$ cat src/rtl/ttl_jk_pkg.sv
// Shared definitions for the 74109 J/Kn bank sequencer: per-bit codes, FSM states and
// the flip-flop next-state function.
package ttl_jk_pkg;

   localparam logic [1:0] JK_CLEAR  = 2'b00;
   localparam logic [1:0] JK_HOLD   = 2'b01;
   localparam logic [1:0] JK_TOGGLE = 2'b10;
   localparam logic [1:0] JK_SET    = 2'b11;

   typedef enum logic [1:0] {IDLE, SETUP, STROBE, DONE} seq_state_e;

   function automatic logic jk_next(input logic q, input logic j, input logic kn);
      logic nxt;
      case ({j, kn})
         JK_CLEAR:  nxt = 1'b0;
         JK_HOLD:   nxt = q;
         JK_TOGGLE: nxt = ~q;
         default:   nxt = 1'b1;
      endcase
      return nxt;
   endfunction

endpackage

$ cat src/rtl/rr_arbiter_mask.sv
// Combinational round-robin pick: first eligible requester at or above ptr, with wrap,
// skipping the one-hot excluded client.
module rr_arbiter_mask #(
   parameter int unsigned NumReq = 4,
   parameter int unsigned IdxW   = $clog2(NumReq)
) (
   input  logic [NumReq-1:0] req,
   input  logic [IdxW-1:0]   ptr,
   input  logic [NumReq-1:0] exclude,
   output logic              valid,
   output logic [IdxW-1:0]   index
);

   logic [NumReq-1:0] eligible;
   logic [IdxW-1:0]   pos;

   assign eligible = req & ~exclude;

   always_comb begin
      valid = 1'b0;
      index = '0;
      pos   = '0;
      for (int unsigned i = 0; i < NumReq; i++) begin
         pos = IdxW'((32'(ptr) + i) % NumReq);
         if (!valid && eligible[pos]) begin
            valid = 1'b1;
            index = pos;
         end
      end
   end

endmodule

$ cat src/rtl/ttl_jk_bank_sequencer.sv
// Time-shares one 74109 J/Kn flip-flop bank among several clients: arbitrate, present the
// granted J/Kn vector, strobe the bank clock, acknowledge, and track the bank state.
module ttl_jk_bank_sequencer
   import ttl_jk_pkg::*;
#(
   parameter int unsigned BLOCKS     = 2,
   parameter int unsigned REQUESTERS = 4,
   parameter int unsigned DELAY_RISE = 0,
   parameter int unsigned DELAY_FALL = 0
) (
   input  logic                           Clk,
   input  logic                           Clear_bar,
   input  logic [REQUESTERS-1:0]          Req,
   input  logic [REQUESTERS*BLOCKS-1:0]   Cmd_J,
   input  logic [REQUESTERS*BLOCKS-1:0]   Cmd_Kn,
   output logic [REQUESTERS-1:0]          Ack,
   output logic [$clog2(REQUESTERS)-1:0]  Grant_id,
   output logic                           Busy,
   output logic [BLOCKS-1:0]              Ff_J,
   output logic [BLOCKS-1:0]              Ff_Kn,
   output logic                           Ff_clk,
   output logic [BLOCKS-1:0]              Q_shadow
);

   localparam int unsigned IdxW = $clog2(REQUESTERS);

   seq_state_e          state_q, state_d;
   logic [IdxW-1:0]     rr_ptr_q, rr_ptr_d;
   logic [IdxW-1:0]     grant_id_q, grant_id_d;
   logic [BLOCKS-1:0]   ff_j_q, ff_j_d;
   logic [BLOCKS-1:0]   ff_kn_q, ff_kn_d;
   logic                ff_clk_q, ff_clk_d;
   logic [BLOCKS-1:0]   q_shadow_q, q_shadow_d;

   logic [IdxW-1:0]       ptr_after, arb_ptr, arb_idx;
   logic [REQUESTERS-1:0] arb_excl;
   logic                  arb_valid, grant_en;

   assign ptr_after = (grant_id_q == IdxW'(REQUESTERS - 1)) ? '0 : grant_id_q + 1'b1;
   assign arb_ptr   = (state_q == DONE) ? ptr_after : rr_ptr_q;

   // The client being acked may still hold Req this cycle; it must not win again.
   always_comb begin
      arb_excl = '0;
      if (state_q == DONE) arb_excl[grant_id_q] = 1'b1;
   end

   rr_arbiter_mask #(
      .NumReq (REQUESTERS),
      .IdxW   (IdxW)
   ) u_arb (
      .req     (Req),
      .ptr     (arb_ptr),
      .exclude (arb_excl),
      .valid   (arb_valid),
      .index   (arb_idx)
   );

   assign grant_en = arb_valid && (state_q == IDLE || state_q == DONE);

   always_comb begin
      state_d    = state_q;
      rr_ptr_d   = rr_ptr_q;
      grant_id_d = grant_id_q;
      ff_j_d     = ff_j_q;
      ff_kn_d    = ff_kn_q;
      q_shadow_d = q_shadow_q;
      unique case (state_q)
         IDLE:   state_d = IDLE;
         SETUP:  state_d = STROBE;
         STROBE: state_d = DONE;
         DONE: begin
            state_d  = IDLE;
            rr_ptr_d = ptr_after;
            for (int unsigned b = 0; b < BLOCKS; b++) begin
               q_shadow_d[b] = jk_next(q_shadow_q[b], ff_j_q[b], ff_kn_q[b]);
            end
         end
      endcase
      if (grant_en) begin
         state_d    = SETUP;
         grant_id_d = arb_idx;
         ff_j_d     = Cmd_J[arb_idx*BLOCKS +: BLOCKS];
         ff_kn_d    = Cmd_Kn[arb_idx*BLOCKS +: BLOCKS];
      end
      ff_clk_d = (state_d == STROBE);
   end

   always_ff @(posedge Clk or negedge Clear_bar) begin
      if (!Clear_bar) begin
         state_q    <= IDLE;
         rr_ptr_q   <= '0;
         grant_id_q <= '0;
         ff_j_q     <= '0;
         ff_kn_q    <= '1;
         ff_clk_q   <= 1'b0;
         q_shadow_q <= '0;
      end else begin
         state_q    <= state_d;
         rr_ptr_q   <= rr_ptr_d;
         grant_id_q <= grant_id_d;
         ff_j_q     <= ff_j_d;
         ff_kn_q    <= ff_kn_d;
         ff_clk_q   <= ff_clk_d;
         q_shadow_q <= q_shadow_d;
      end
   end

   always_comb begin
      Ack = '0;
      if (state_q == DONE) Ack[grant_id_q] = 1'b1;
   end

   assign Grant_id = grant_id_q;
   assign Busy     = (state_q != IDLE);
   assign Q_shadow = q_shadow_q;

   // Bank-facing pins carry the board propagation delay; the zero case stays delay-free.
   if (DELAY_RISE == 0 && DELAY_FALL == 0) begin : g_pins
      assign Ff_clk = ff_clk_q;
      assign Ff_J   = ff_j_q;
      assign Ff_Kn  = ff_kn_q;
   end else begin : g_pins_dly
      assign #(DELAY_RISE, DELAY_FALL) Ff_clk = ff_clk_q;
      assign #(DELAY_RISE, DELAY_FALL) Ff_J   = ff_j_q;
      assign #(DELAY_RISE, DELAY_FALL) Ff_Kn  = ff_kn_q;
   end

endmodule

$ cat config.mk
export PLATFORM = sky130hd
export DESIGN_NAME = ttl_jk_bank_sequencer
export DESIGN_NICKNAME = d
export VERILOG_FILES = /design/src/rtl/ttl_jk_pkg.sv /design/src/rtl/rr_arbiter_mask.sv /design/src/rtl/ttl_jk_bank_sequencer.sv
export SDC_FILE = /design/constraint.sdc
export NUM_CORES = 1
export LEC_CHECK = 0
export BUFFER_PORTS_ARGS = -buffer_cell sky130_fd_sc_hd__clkbuf_2
export CELL_PAD_IN_SITES_DETAIL_PLACEMENT = 0
export CELL_PAD_IN_SITES_GLOBAL_PLACEMENT = 1
export CORE_UTILIZATION = 37
export CTS_BUF_LIST = sky130_fd_sc_hd__clkbuf_16
export CTS_CLUSTER_DIAMETER = 40
export DETAILED_ROUTE_END_ITERATION = 10
export PLACE_DENSITY = 0.76
export RECOVER_POWER = 25
export SLEW_MARGIN = 20
export SYNTH_ARGS = -nofsm -noshare
export SYNTH_HDL_FRONTEND = slang
export SYNTH_SLANG_ARGS = --single-unit
$ cat constraint.sdc
create_clock -name Clk -period 3 [get_ports Clk]
set_input_delay 0.6 -clock Clk [delete_from_list [all_inputs] [get_ports Clk]]
set_output_delay 0.6 -clock Clk [all_outputs]
set_load 0.005 [all_outputs]
==> metrics <==
status finished with violations; violated checks design-rule violations; fin crit share 0.942; post-CTS setup buffer count 0; number of gates resized after CTS 0; Syn Inst Count 114; Post-route DRC 5; core area 2810 µm²; placed cell area 1330 µm²; port bufs 35; Lkg Pwr 0.695 nW; PnR worst setup slack 174 ps; Logic pwr share 0.690; Main synth FF type dfrtp_1; nets@finish 185; Max Slew Vio Count 0; crit path max fanout 7; Rows 19; Reg power frac 0.183; post-synth top area cell dfrtp_1; Clock Pin Slew Worst Setup and Hold Paths 50 ps; number of global-route vias before repair 924; delay-heaviest family, CP compound AO/OA/AOI/OAI gates; synth unique cells 43; first-iteration detailed-routing DRC count 63; initial antenna violation count 0; kind of end point of the critical path flip-flop; root buf cell clkbuf_16; Clock power frac 0.128; Warnings, synthesis 0; most common cell after layout, fill and taps aside clkbuf_2; Syn Nets 145; Post-DP HPWL 2060 µm; Worst Path Required 3120 ps; Max Cap Viol 0; vias per cell 5.58; Ant. Diodes 0; Async SR Flop Fraction 1.00; VDD IR max 0.544 mV; Tmin final 2830 ps; gpl congestion 0.908; crit path DAT 2950 ps; Switch Pwr 0.000843 W; initial core utilization 0.395; CTS tree done; CTS Buf Count 3; most frequent cells in the layout clkbuf_2 (34), dfrtp_1 (11), inv_1 (9), nand2_1 (9), ha_1 (9); pwr/cell area 1380 nW/µm²; crit path cell chain ha_1 > nand2b_1 > o21a_1 > inv_1 > nor2_1 > a221o_1 > a311oi_4 > mux4_2 > mux2_4; Clock Skew 0.834 ps; design area 1410 µm²; mapped cell area 1110 µm²; Hold Fails Final Rpt 0; WL final 2630 µm; Max Clock Freq 354 MHz; first-pass GRT wire length 4370 µm; Clock Latency Late Sink 240 ps; critical path type reg -> reg; largest net degree at the start of global routing 15; endpoints failing setup 0; Rel. slew slack 0.514; sequential fraction of the synthesis area 0.296; Synth Register Bits 13; Chip Height 56.7 µm; RSZ-0062 raised after global routing false; Place WS 144 ps; GRT Overall Usage 0.175; worst-margin pin slew 728 ps; buffer levels on the longest clock path 2; DIE WIDTH 56.7 µm; slowest stage delay, CP 410 ps; Post-Syn Area per Cell 9.72 µm²; CTS Hold Bufs 0; H-tree depth 1; HP Class in -> async; Switching Share 0.434; internal power 0.00110 W; Worst path slowest cell a221o_1; share of cells above drive strength 1 0.386; crit path launch type flip-flop; share of Yosys cell area claimed by the top area cell type 0.248; Vias 1,027; WL per Instance 14.3 µm; Bufs and invs on worst path 1; gr ovfl total 0; main area contributors after synthesis dfrtp_1 (25%), ha_1 (10%), dfstp_2 (4.7%), mux2i_1 (4.5%), mux4_2 (4.1%); Post-synth EDFFs 0; die footprint 3220 µm²; final setup TNS 0 ps; num ports 36; DRT antenna net count 0; Layout area overhead 27.4%; # clock sinks 13; Initial DRT Pass Iterations 7
[synthesized netlist by cell type (all sizes together) (4+ instances only)]
cell type,count
a21oi,6
ha,9
buf,4
mux2i,6
dfrtp,11
nand2,9
and2,4
mux2,4
nand2b,4
nor2,4
inv,9
[metal layers]
metal  GRT usage  vias up  share of wire
li1            -      503              -
met1       0.249      486           0.48
met2       0.276       32           0.47
met3      0.0207        6          0.040
met4      0.0557        0          0.016
met5           0        -              0
[logic make-up (layout without fill, tap and decap cells)]
family | Yosys count | after routing | synth area share
compound gates | 36 | 36 | 0.262
simple gates | 29 | 29 | 0.131
buf+inv | 15 | 54 | 0.0677
fa+ha+maj | 9 | 9 | 0.102
flops | 13 | 13 | 0.296
mux | 12 | 12 | 0.142
[worst paths after layout]
path	start	to	slack [ps]	cells past startpoint
max	state_q[1]	Ff_J[1]	170	9
min	Clear_bar	Grant_id[1]	390	1
max reg2reg	state_q[1]	Ff_J[1]	170	9
min reg2reg	Q_shadow[1]	Q_shadow[1]	480	1
max in group asynchronous	Clear_bar	Grant_id[0]	2150	1
min in group Clk	Q_shadow[1]	Q_shadow[1]	480	1
[through the flow]
step	utilization	instances	hold slack [ps]	total power, W
finish	0.504	184	395	0.00194
global route	0.504	184	470	0.00211
CTS	0.501	184	267	0.00193
detailed placement	0.473	180	484	0.00168
global placement	0.473	180	478	0.00167
floorplan	-	114	304	0.00135
[state kept, by name, indices dropped and copies added (netlist names)]
name      flops
Ff_Kn         2
Ff_J          2
Ff_clk        1
Grant_id      2
state_q       2
Q_shadow      2
rr_ptr_q      2
[power by group through the flow]
stage | clock network (W) | registers [W] | logic [W]
CTS | 0.000250 | 0.000353 | 0.00133
floorplan | 0 | 0.000349 | 0.00100
global route | 0.000259 | 0.000371 | 0.00148
finish | 0.000248 | 0.000355 | 0.00134
global placement | 0 | 0.000351 | 0.00131
detailed placement | 0 | 0.000356 | 0.00132
[layout make-up]
type | count | area, µm²
Clock buffer | 3 | 75.1
Clock inverter | 1 | 3.75
Tap cell | 31 | 38.8
Timing Repair Buffer | 41 | 219
Fill cell | 276 | 1390
Multi-Input combinational cell | 86 | 714
Sequential cell | 13 | 328
Inverter | 9 | 33.8
Note: power is estimated with default switching activity, not from simulation.
